===== config.mk =====
export PLATFORM = sky130hd
export DESIGN_NAME = lsu_mem_master
export DESIGN_NICKNAME = d
export VERILOG_FILES = /design/src/rtl/lsu_pkg.sv /design/src/rtl/lsu_wait_cnt.sv /design/src/rtl/lsu_mem_master.sv
export SDC_FILE = /design/constraint.sdc
export NUM_CORES = 1
export LEC_CHECK = 0
export ABC_AREA = 1
export BUFFER_PORTS_ARGS = -buffer_cell sky130_fd_sc_hd__buf_2
export CORE_MARGIN = 3
export CORE_UTILIZATION = 57
export CTS_CLUSTER_SIZE = 8
export DETAILED_ROUTE_END_ITERATION = 6
export MAX_ROUTING_LAYER = met4
export PLACE_DENSITY_LB_ADDON = 0.05
export SLEW_MARGIN = 40
export SYNTH_ARGS = -nofsm -noshare
export SYNTH_HDL_FRONTEND = slang
export SYNTH_HIERARCHICAL = 1
export SYNTH_SLANG_ARGS = --single-unit

===== constraint.sdc =====
create_clock -name clk -period 2.85 [get_ports clk]
set_input_delay 0.1425 -clock clk [delete_from_list [all_inputs] [get_ports clk]]
set_output_delay 0.1425 -clock clk [all_outputs]
set_load 0.01 [all_outputs]

===== src/rtl/lsu_pkg.sv =====
// Shared types and defaults for the MEM-stage load/store sequencer.
// The state enum and the word-split decision are used by the top and its helpers.
package lsu_pkg;

  localparam int ADDR_W_DEF = 16;
  localparam int RD_LAT_DEF = 1;
  localparam int BYTE_W     = 8;
  localparam int CNT_W      = 2;

  typedef enum logic [1:0] {
    IDLE,
    ISSUE,
    WAIT,
    DONE
  } lsu_state_t;

  // A word access still owes its high byte while the lane index is 0.
  function automatic logic need_high(input logic byte_acc, input logic idx);
    return !byte_acc && !idx;
  endfunction

endpackage


===== src/rtl/lsu_wait_cnt.sv =====
// Loadable down-counter that paces the wait for read data from the byte memory.
// Loads RD_LAT-1 on issue and flags zero when the read byte is due.
module lsu_wait_cnt import lsu_pkg::*; #(
  parameter int RD_LAT = RD_LAT_DEF
) (
  input  logic clk,
  input  logic reset,
  input  logic load,
  input  logic dec,
  output logic zero
);

  logic [CNT_W-1:0] cnt;

  always_ff @(posedge clk) begin
    if (!reset) begin
      cnt <= '0;
    end else if (load) begin
      cnt <= CNT_W'(RD_LAT - 1);
    end else if (dec && (cnt != '0)) begin
      cnt <= cnt - 1'b1;
    end
  end

  assign zero = (cnt == '0);

endmodule


===== src/rtl/lsu_mem_master.sv =====
// Load/store sequencer driving a byte-wide data memory; words are split into
// two little-endian byte accesses and byte loads are zero-extended.
module lsu_mem_master import lsu_pkg::*; #(
  parameter int ADDR_W = ADDR_W_DEF,
  parameter int RD_LAT = RD_LAT_DEF
) (
  input  logic              clk,
  input  logic              reset,
  input  logic              req_valid,
  output logic              req_ready,
  input  logic              req_write,
  input  logic              req_byte,
  input  logic [ADDR_W-1:0] req_addr,
  input  logic [15:0]       req_wdata,
  output logic              rsp_valid,
  output logic [15:0]       rsp_rdata,
  output logic              mem_en,
  output logic              mem_we,
  output logic [ADDR_W-1:0] mem_addr,
  output logic [BYTE_W-1:0] mem_wdata,
  input  logic [BYTE_W-1:0] mem_rdata
);

  lsu_state_t        state, state_nxt;
  logic [ADDR_W-1:0] addr_q;
  logic [BYTE_W-1:0] wdata_hi_q;
  logic [BYTE_W-1:0] lane0_q;
  logic              write_q, byte_q, idx_q;
  logic              accept, more, step, step_high, load_done;
  logic              cnt_load, cnt_zero;

  assign accept    = req_valid && req_ready;
  assign more      = need_high(byte_q, idx_q);
  assign cnt_load  = (state == ISSUE) && !write_q;
  // Stores leave ISSUE at once; loads leave WAIT when the read byte has arrived.
  assign step      = ((state == ISSUE) && write_q) || ((state == WAIT) && cnt_zero);
  assign step_high = step && more;
  assign load_done = (state == WAIT) && cnt_zero && !more;

  lsu_wait_cnt #(
    .RD_LAT(RD_LAT)
  ) u_wait_cnt (
    .clk  (clk),
    .reset(reset),
    .load (cnt_load),
    .dec  (state == WAIT),
    .zero (cnt_zero)
  );

  always_ff @(posedge clk) begin
    if (!reset) begin
      state <= IDLE;
    end else begin
      state <= state_nxt;
    end
  end

  always_comb begin
    state_nxt = state;
    unique case (state)
      IDLE:    if (req_valid) state_nxt = ISSUE;
      ISSUE:   begin
        if (!write_q) begin
          state_nxt = WAIT;
        end else begin
          state_nxt = more ? ISSUE : DONE;
        end
      end
      WAIT:    if (cnt_zero) state_nxt = more ? ISSUE : DONE;
      DONE:    state_nxt = IDLE;
      default: state_nxt = IDLE;
    endcase
  end

  always_comb begin
    req_ready = reset && (state == IDLE);
    rsp_valid = reset && (state == DONE);
    mem_en    = reset && (state == ISSUE);
    mem_we    = mem_en && write_q;
  end

  // The memory address/data registers are loaded only when entering ISSUE,
  // so they hold their last value in every other state.
  always_ff @(posedge clk) begin
    if (!reset) begin
      addr_q     <= '0;
      wdata_hi_q <= '0;
      write_q    <= 1'b0;
      byte_q     <= 1'b0;
      idx_q      <= 1'b0;
      lane0_q    <= '0;
      rsp_rdata  <= '0;
      mem_addr   <= '0;
      mem_wdata  <= '0;
    end else begin
      if (accept) begin
        addr_q     <= req_addr;
        wdata_hi_q <= req_wdata[15:8];
        write_q    <= req_write;
        byte_q     <= req_byte;
        idx_q      <= 1'b0;
        mem_addr   <= req_addr;
        mem_wdata  <= req_wdata[7:0];
      end
      if (step_high) begin
        idx_q     <= 1'b1;
        mem_addr  <= addr_q + ADDR_W'(1);
        mem_wdata <= wdata_hi_q;
      end
      if ((state == WAIT) && cnt_zero && !idx_q) begin
        lane0_q <= mem_rdata;
      end
      if (load_done) begin
        rsp_rdata <= byte_q ? {8'h00, mem_rdata} : {mem_rdata, lane0_q};
      end
      if (state == DONE) begin
        idx_q <= 1'b0;
      end
    end
  end

endmodule


==> impl_metrics.csv, run 1 <==
group,metric,value,unit
routing,ant_nets,0,
cells_and_area,instances_no_fill,643,
floorplanning,io_pins,89,
cells_and_area,num-fill-cells,501,
cts,clkTransAtPathRegs,0.09,ns
grt,grt_pass1_vias,3155,
routing,routed.top_layer,"met4",
status,status,"completed",
routing,vias_per_cell,5.30,
cells_and_area,final_util,0.711,
setup_path,critPathKind,"flip-flop to flip-flop",
place,dp.cells,621,
synthesis,ys_types,34,
setup_path,crit_path_start,"state[0]",
sta,skew,0.00914,ns
cells_and_area,antennaDiodeCount,0,
floorplanning,rows,28,
synthesis,syn_avg_cell_area,7.37,um2
setup_path,required,3.13,ns
floorplanning,die_h,84.7,um
floorplanning,dieArea,0.00717,mm2
cts,post_cts.repair.setup_buffers,0,
synthesis,synthCells,479,
setup_path,arrival,2.30,ns
grt,grt_antenna_before_repair,0,
synthesis,synth_area,0.00353,mm2
routing,vias,3408,
cells_and_area,fin_area,0.00423,mm2
power_and_ir_drop,ir_drop,566,uV
grt,grt_pass1_wl,14100,um
grt,grt-ovfl-total,0,
sta,finalSetupViolations,0,
grt,grt_max_degree,44,
power_and_ir_drop,total_power,2510,uW
routing,wl_met1,3840,um
cells_and_area,layout.nets,610,
power_and_ir_drop,total_leakage_power,0.00190,uW
grt,grt_util_all_layers,0.245,
floorplanning,die_w,84.7,um
routing,drtPass1Iterations,4,
cts,cts_buffers,9,
sta,finalMaxSlewViolations,0,
hold_path,hold_class,"input pin to flip-flop",
setup_path,ff2ff_setup_slack,0.83,ns
routing,met3_length,420,um
sta,finalHoldViolCount,0,
sta,rsz0062_at_grt,"no",
cts,cts.sinks,79,
setup_path,rr_endpoint,"mem_addr[0]",
setup_path,cp-start-kind,"flip-flop",
cts,worstSkewPairLatency,0.35,ns
setup_path,cp_max_fo,33,
sta,worst_pin_slew,0.504,ns
synthesis,ys_ff_latch,79,
cts,cts-root-buf,"clkbuf_8",
routing,wl_per_cell,13.2,um
flow_run,cap_violations,0,
setup_path,endpoint_kind,"flip-flop",
routing,drc,0,
sta,min_period,2.02,ns
sta,fin_setup_tns,0,ns
cts,cts_tree,"built",
floorplanning,initial_core_util,0.593,
place,portBuffers,88,
routing,drtIter0Drc,200,
place,place_hpwl,5690,um
power_and_ir_drop,power_density,593,mW/mm2
sta,slew_headroom,0.662,
synthesis,yosys_warnings,6,
place,placed_area,0.00394,mm2
sta,max_freq,0.495,GHz
setup_path,worstReg2RegStart,"state[0]",
place,place_congestion,0.825,
synthesis,synth_nets,526,
cts,cts_max_level,3,
floorplanning,core_area,0.00596,mm2
cts,cts_resized,0,
sta,post-route-period-util,0.710,
routing,dr_wl_met2,4090,um
cells_and_area,drive_gt1_frac,0.231,
cells_and_area,syn_to_final_growth,20.0,%
cts,clk_path_buf_depth,2,
synthesis,ys_seq_area_frac,0.448,
setup_path,r2r_cells,8,
routing,finalWirelength,8470,um
setup_path,worstSetupEndpoint,"mem_addr[0]",
state kept, by name, summed over array words and instances, names as in the netlist, 2 cells and up:
name and flops:
rsp_rdata 16, state 2, wdata_hi_q 8, u_wait_cnt/cnt 2, lane0_q 8, mem_addr 16, addr_q 16, mem_wdata 8
report_power, final:
group | total (uW) | switching (uW) | internal [uW]
registers | 1220 | 47.7 | 1170
clock network | 968 | 452 | 516
logic | 324 | 199 | 125
Yosys cell counts:
cell type,number,area (um2)
nand2_1,143,537
dfxtp_1,79,1580
a21oi_1,40,200
nor2_1,39,146
nand3_1,37,185
o21ai_0,26,130
inv_1,23,86.3
a31oi_1,18,113
buf_2,9,45.0
buf_4,6,45.0
clkbuf_1,6,22.5
nand4_1,6,37.5
xor2_1,6,52.6
inv_2,5,18.8
nor2_4,5,56.3
o21ai_1,5,25.0
nand2_4,4,45.0
a21oi_2,3,26.3
ha_1,2,25.0
nand3b_1,2,15.0
nor2_2,2,12.5
a211oi_1,1,7.51
buf_1,1,3.75
buf_12,1,20.0
buf_6,1,11.3
clkinv_1,1,3.75
clkinv_2,1,5.00
clkinv_4,1,8.76
nand3_2,1,10.0
nand3_4,1,17.5
o211ai_2,1,12.5
o21bai_1,1,7.51
o31ai_1,1,7.51
xnor2_1,1,8.76
how the worst min path moves through the flow:
| stage | startpoint | end | slack, ns | cells past startpoint |
|---|---|---|---|---|
| finish | req_wdata[9] | wdata_hi_q[1] | 0.009 | 3 |
| global route | req_wdata[9] | wdata_hi_q[1] | 0.02 | 3 |
| CTS | req_write | write_q | 0.005 | 3 |
| detailed placement | req_wdata[8] | wdata_hi_q[0] | 0.35 | 3 |
| global placement | req_wdata[14] | wdata_hi_q[6] | 0.34 | 3 |
| floorplan | req_wdata[8] | wdata_hi_q[0] | 0.25 | 2 |
metrics by stage:
stage | worst slack, ns | hold WS (ns)
after floorplan | 1.44 | 0.253
after global placement | 0.968 | 0.341
after detailed placement | 0.867 | 0.347
after CTS | 0.814 | 0.00474
after global routing | 0.605 | 0.0170
final | 0.828 | 0.00899
final cells by class:
| cell class | instances | area [um2] | share of cell area |
|---|---|---|---|
| clock buffers | 9 | 124 | 0.0293 |
| well taps | 75 | 93.8 | 0.0222 |
| repair buffers | 97 | 523 | 0.124 |
| multi-input cells | 345 | 1680 | 0.396 |
| inverters | 31 | 123 | 0.0290 |
| clock inverters | 7 | 111 | 0.0263 |
| flip-flops and latches | 79 | 1580 | 0.374 |
worst max-delay path, cell delays in order, from the launching register on:
cell and delay [ns]:
dfxtp_1 0.43, inv_2 0.07, nand2_1 0.12, nor2_4 0.05, nand2_4 0.23, clkinv_2 0.46
nor2_2 0.36, nand2_1 0.09, a21oi_1 0.14
cells by family (layout without fill, tap and decap cells):
logic type,Yosys count,after routing,share of synthesized area
and+or+nand+nor,240,240,0.301
AOI/OAI and AO/OA,96,96,0.150
DFF,79,79,0.448
buffers and inverters,55,144,0.0766
xor gates and xnor gates,7,7,0.0174
adders and majority gates,2,2,0.00709
metal layers:
layer | vias to the layer above | GRT usage
li1 | 1744 | -
met2 | 85 | 0.401
met3 | 15 | 0.0618
met5 | - | -
met1 | 1564 | 0.303
met4 | 0 | 0.0633
what timing repair did:
item | CTS | global route
endpoints found under the setup margin | 0 | 0
endpoints found under the hold margin | 6 | 0
hold buffers | 6 | 0
placed cells by master, fill, tap and decap left out, drive strengths merged:
cell	n
o21bai	1
bufinv	2
nand3b	2
o31ai	1
nor2	46
clkbuf	9
nand4	6
a31oi	18
a211oi	1
nand3	39
nand2	147
ha	2
clkinv	4
o21ai	31
dlygate4sd3	6
buf	91
xor2	6
a21oi	43
dfxtp	79
inv	32
xnor2	1
o211ai	1
No activity file was read; power rests on OpenSTA's default activity.
==> run 2, diff against run 1 <==
CORE_UTILIZATION = 53   (was 57)
clock period = 2.07 ns   (was 2.85 ns; I/O delays follow)
==> impl_metrics.csv, run 2 (synthesis gave the netlist of run 1 again) <==
group,metric,value,unit
sta,skew,0.0101,ns
cells_and_area,register_area,0.00158,mm2
cells_and_area,antennaDiodeCount,0,
cts,holdBufCountCts,9,
sta,min_period,1.75,ns
cells_and_area,num-fill-cells,592,
cts,cts_max_level,3,
setup_path,path_cells,"inv_1 -> ha_1 -> nand2_4 -> nand2_4 -> nand2_4 -> clkinv_4 -> nor2_2 -> nand2_1 -> a21oi_1",
power_and_ir_drop,ir_drop,553,uV
setup_path,ff2ff_setup_slack,0.32,ns
grt,grt_util_all_layers,0.241,
setup_path,endpoint_kind,"flip-flop",
setup_path,worstSetupEndpoint,"mem_addr[0]",
grt,use_met1,0.287,
grt,grt_antenna_before_repair,0,
routing,vias_per_cell,5.23,
routing,vias,3405,
setup_path,critPathKind,"flip-flop to flip-flop",
power_and_ir_drop,netSwitchingFraction,0.276,
hold_path,hold_class,"input pin to flip-flop",
cells_and_area,multiInputGateArea,0.00168,mm2
sta,finalSetupViolations,0,
cells_and_area,final_cell_mix,"143 x nand2_1, 88 x buf_2, 79 x dfxtp_1",
place,portBuffers,88,
floorplanning,core_area,0.00639,mm2
grt,grt_pass1_vias,3317,
floorplanning,rows,29,
cts,cts_resized,0,
place,place_hpwl,5810,um
cells_and_area,instances_no_fill,651,
cells_and_area,syn_to_final_growth,20.7,%
setup_path,cpPeakStageDelay,0.35,ns
cts,clk_path_buf_depth,2,
setup_path,cp-start-kind,"flip-flop",
sta,slew_headroom,0.717,
power_and_ir_drop,seq_power_share,0.517,
place,dp.cells,627,
cts,cts-root-buf,"clkbuf_8",
flow_run,cap_violations,0,
grt,grt-ovfl-total,0,
cts,clkTransAtPathRegs,0.08,ns
floorplanning,die_h,87.6,um
grt,met3_usage,0.0367,
sta,finalMaxSlewViolations,0,
setup_path,timing.critical_path.mode_cell,"nand2_4",
hold_path,hold_path.startpoint,"req_wdata[3]",
setup_path,critical-path-slowest-cell,"dfxtp_1",
cts,worstSkewPairLatency,0.35,ns
setup_path,rr_endpoint,"mem_addr[0]",
cells_and_area,final_common_cell,"nand2_1",
floorplanning,dieArea,0.00767,mm2
routing,ant_nets,0,
cts,cts_buffers,9,
sta,max_freq,0.573,GHz
cts,cts.sinks,79,
sta,post-route-period-util,0.844,
routing,drtIter0Drc,131,
cts,cts_tree,"built",
cells_and_area,layout.nets,617,
sta,worst_pin_slew,0.424,ns
power_and_ir_drop,pwr-share-comb,0.142,
grt,grt_max_degree,49,
power_and_ir_drop,clkPwrFrac,0.341,
cts,post_cts.repair.setup_buffers,0,
routing,drtPass1Iterations,5,
grt,busiest_layer,"met2",
sta,fin_setup_tns,0,ns
cells_and_area,drive_gt1_frac,0.233,
grt,grt_pass1_wl,14400,um
setup_path,crit_path_start,"u_wait_cnt/cnt[0]",
sta,rsz0062_at_grt,"no",
setup_path,required,2.34,ns
routing,drc,0,
power_and_ir_drop,power_density,761,mW/mm2
cells_and_area,reg_top3,"addr_q: 16 flops, mem_addr: 16 flops, rsp_rdata: 16 flops",
place,place_congestion,0.841,
setup_path,critPathTopFamily,"simple AND/OR/NAND/NOR gates",
sta,finalHoldViolCount,0,
setup_path,worstReg2RegStart,"u_wait_cnt/cnt[0]",
setup_path,worstPathBufferInverterCount,2,
setup_path,cp.depth,9,
power_and_ir_drop,total_leakage_power,0.00191,uW
setup_path,r2r_cells,9,
hold_path,holdPathStages,3,
routing,wl_per_cell,13.0,um
setup_path,cp_max_fo,20,
floorplanning,io_pins,89,
setup_path,arrival,2.02,ns
floorplanning,die_w,87.6,um
power_and_ir_drop,p_sw,895,uW
power_and_ir_drop,intPower,2350,uW
status,status,"completed",
routing,finalWirelength,8490,um
grt,globalRouteMet2Util,0.401,
floorplanning,initial_core_util,0.553,
## run 2: stage by stage
| stage | hold slack, ns | util | power, uW | cell area [um2] | setup slack, ns |
|---|---|---|---|---|---|
| after detailed placement | 0.305 | 0.624 | 2160 | 3980 | 0.340 |
| after CTS | 0.00191 | 0.667 | 3270 | 4260 | 0.324 |
| after global placement | 0.300 | 0.624 | 2150 | 3980 | 0.416 |
| after global routing | 0.0106 | 0.667 | 3400 | 4260 | 0.142 |
| after floorplan | 0.214 | - | 2000 | 3530 | 0.660 |
| final | 0.0189 | 0.667 | 3240 | 4260 | 0.323 |
## run 2: final cells by class
| cell class | count | share of cell area |
|---|---|---|
| multi-input cells | 345 | 0.394 |
| repair buffers | 104 | 0.140 |
| flip-flops and latches | 79 | 0.371 |
| clock inverters | 6 | 0.0147 |
| well taps | 77 | 0.0226 |
| inverters | 31 | 0.0288 |
| clock buffers | 9 | 0.0291 |
## run 2: per-layer routing
metal,share of wire,up-vias
li1,-,1751
met1,0.45,1571
met2,0.49,72
met3,0.045,11
met4,0.016,0
met5,0,-
## run 2: tightest hold or removal path, cell delays in order
cell and delay [ns]:
buf_2 0.10, nand2_1 0.06, a31oi_1 0.07
## run 2: how the worst min path moves through the flow
stage | endpoint
final | mem_wdata[3]
after global routing | mem_wdata[3]
after CTS | lane0_q[4]
after detailed placement | wdata_hi_q[6]
after global placement | wdata_hi_q[6]
after floorplan | wdata_hi_q[0]
## run 2: power groups by stage
stage / clock, uW / sequential [uW] / combinational (uW)
after floorplan: 0 / 1720 / 283
after global placement: 0 / 1710 / 442
after detailed placement: 0 / 1710 / 449
after CTS: 1130 / 1680 / 463
after global routing: 1190 / 1690 / 521
final: 1100 / 1680 / 460
==> run 3, diff against run 2 <==
ABC_AREA = 0   (was 1)
CORE_UTILIZATION = 48   (was 53)
clock period = 1.5 ns   (was 2.07 ns; I/O delays follow)
==> impl_metrics.csv, run 3 <==
group,metric,value,unit
status,status,"finished with violations",
status,violations,"negative setup slack",
sta,min_period,1.51,ns
place,portBuffers,88,
setup_path,cp_max_fo,11,
synthesis,ys_types,47,
cts,cts_max_level,3,
grt,grt_pass1_vias,3278,
setup_path,worstPathBufferInverterCount,2,
grt,grt_max_degree,36,
power_and_ir_drop,intPower,3560,uW
place,dp_slack,-0.106,ns
synthesis,ys_ff_latch,79,
routing,finalWirelength,9830,um
power_and_ir_drop,power_density,981,mW/mm2
floorplanning,initial_core_util,0.506,
synthesis,synth_edf_count,0,
routing,wl_per_cell,14.9,um
power_and_ir_drop,pwr-share-comb,0.200,
synthesis,synth-compound-area-share,0.158,
cells_and_area,instances_no_fill,662,
synthesis,synthMostInstantiatedCell,"nand2_1",
cts,cts-root-buf,"clkbuf_8",
power_and_ir_drop,p_sw,1370,uW
floorplanning,die_h,91.8,um
synthesis,synthSimpleGateAreaFrac,0.275,
synthesis,async_flop_share,0,
setup_path,endpoint_kind,"flip-flop",
flow_run,cap_violations,0,
power_and_ir_drop,ir_drop,824,uV
setup_path,critical-path-slowest-cell,"dfxtp_2",
synthesis,synth_nets,464,
synthesis,synth_top_family_by_area,"simple AND/OR/NAND/NOR gates",
floorplanning,dieArea,0.00843,mm2
grt,grt_util_all_layers,0.240,
cts,cts.sinks,79,
setup_path,critPathKind,"flip-flop to flip-flop",
floorplanning,rows,30,
synthesis,synth_fa_ha_area_frac,0.00708,
place,dp.cells,609,
grt,grt_antenna_before_repair,0,
cells_and_area,fin_area,0.00502,mm2
sta,skew,0.00917,ns
synthesis,synthCells,417,
cells_and_area,num-fill-cells,589,
sta,finalMaxSlewViolations,0,
synthesis,synth_top_cell_area_share,0.447,
setup_path,cpPeakStageDelay,0.34,ns
sta,slew_headroom,0.779,
power_and_ir_drop,netSwitchingFraction,0.278,
synthesis,synth_area,0.00354,mm2
floorplanning,die_w,91.8,um
synthesis,synthTopCellsByCount,"102 x nand2_1, 79 x dfxtp_1, 34 x a21oi_1, 34 x nand3_1, 20 x nor2_1",
cells_and_area,antennaDiodeCount,0,
cells_and_area,drive_gt1_frac,0.334,
cts,cts_tree,"built",
sta,finalSetupViolations,1,
routing,drtPass1Iterations,6,
place,place_hpwl,6390,um
power_and_ir_drop,total_leakage_power,0.00227,uW
setup_path,path_cells,"inv_2 -> ha_4 -> and3b_2 -> o21ai_4 -> buf_12 -> nor2_4 -> a311oi_1",
setup_path,critPathTopFamily,"compound AO/OA/AOI/OAI gates",
routing,vias_per_cell,5.15,
sta,rsz0062_at_grt,"yes",
sta,worst_pin_slew,0.331,ns
cells_and_area,layout.nets,608,
routing,vias,3411,
cells_and_area,syn_to_final_growth,41.9,%
synthesis,synthMuxAreaShare,0.0255,
synthesis,yosysTopAreaCell,"dfxtp_1",
synthesis,synth_top_flop_cell,"dfxtp_1",
floorplanning,io_pins,89,
cells_and_area,reg_top3,"addr_q: 16 flops, mem_addr: 16 flops, rsp_rdata: 16 flops",
cts,cts_buffers,9,
sta,post-route-period-util,1.01,
power_and_ir_drop,clkPwrFrac,0.324,
grt,grt-ovfl-total,0,
place,placed_area,0.00429,mm2
sta,fin_setup_tns,-0.0146,ns
setup_path,required,1.75,ns
place,place_congestion,0.849,
cells_and_area,final_util,0.719,
cells_and_area,final_cell_mix,"101 x nand2_1, 88 x buf_2, 74 x dfxtp_1",
synthesis,synthTopCellsByArea,"dfxtp_1 45%, nand2_1 11%, a21oi_1 4.8%, nand3_1 4.8%, o211a_1 3.1%",
grt,grt_pass1_wl,15800,um
synthesis,ys_seq_area_frac,0.447,
power_and_ir_drop,seq_power_share,0.476,
sta,finalHoldViolCount,0,
cells_and_area,final_common_cell,"nand2_1",
cts,worstSkewPairLatency,0.35,ns
cts,clk_path_buf_depth,2,
synthesis,yosys_warnings,6,
hold_path,hold_class,"input pin to flip-flop",
routing,drc,0,
setup_path,arrival,1.77,ns
cts,clkTransAtPathRegs,0.08,ns
synthesis,synth-xor-area-share,0.0372,
floorplanning,core_area,0.00698,mm2
sta,max_freq,0.660,GHz
routing,ant_nets,0,
setup_path,cp-start-kind,"flip-flop",
routing,drtIter0Drc,156,
synthesis,syn_avg_cell_area,8.48,um2
sta,setup_slack,-0.0146,ns
-- run 3: cell types whose count changed in the layout (fill, tap and decap cells not counted), moves of 17 or more --
cell / before / now
inv_1: 23 / 3
buf_4: 6 / 37
o21ai_0: 26 / 9
dlygate4sd3_1: 9 / 31
nor2_1: 39 / 19
nand2_1: 143 / 101
-- run 3: what timing repair did --
action,CTS,global route
hold buffers,31,0
pin swaps,3,7
setup buffers,0,3
setup endpoints to repair,25,34
gates resized for setup,11,22
cloned,1,2
hold endpoints to repair,34,0
-- run 3: per-stage QoR --
step / power [uW] / hold slack [ns]
floorplan: 2870 / 0.174
global placement: 3210 / 0.258
detailed placement: 3230 / 0.261
CTS: 4910 / 0.00497
global route: 5190 / 0.0401
finish: 4930 / 0.0293
-- run 3: final cells by class --
type,count,area [um2],area share
sequential,79,1590,0.316
inverter,5,18.8,0.00374
clock buffer,12,145,0.0289
tap,96,120,0.0239
multi-input combinational,303,1920,0.383
clock inverter,4,55.1,0.0110
timing repair buffer,163,1170,0.233
-- run 3: final timing paths --
path,start,endpoint,slack (ns),cells past startpoint
min reg2reg,rsp_rdata[15],rsp_rdata[15],0.45,2
max,u_wait_cnt/cnt[1],mem_wdata[7],-0.01,7
min,req_addr[11],addr_q[11],0.03,3
max reg2reg,u_wait_cnt/cnt[1],mem_wdata[7],-0.01,7
-- run 3: worst reg2reg max path, stage by stage, from the launching register on --
cell and delay [ns]:
dfxtp_2 0.34, inv_2 0.04, ha_4 0.15, and3b_2 0.23, o21ai_4 0.23, buf_12 0.17, nor2_4 0.03, a311oi_1 0.23
-- run 3: metal layers --
layer	wire (um)	GRT usage	vias to the layer above
li1	-	-	1725
met1	4540	0.317	1571
met2	4590	0.369	106
met3	615	0.0591	9
met4	97	0.0631	0
met5	0	-	-
-- run 3: power groups by stage --
stage               sequential (uW)  clock (uW)  combinational [uW]
floorplan                      2410           0                 463
global placement               2380           0                 829
detailed placement             2380           0                 846
CTS                            2340        1650                 928
global route                   2360        1750                1080
finish                         2340        1600                 985
-- run 3: logic make-up after synthesis --
| group | count (synthesis) |
|---|---|
| AND/OR/NAND/NOR | 194 |
| AO/OA/AOI/OAI | 82 |
| flip-flops | 79 |
| buffers and inverters | 36 |
| XOR/XNOR | 15 |
| multiplexers | 9 |
| adder cells (fa/ha/maj) | 2 |
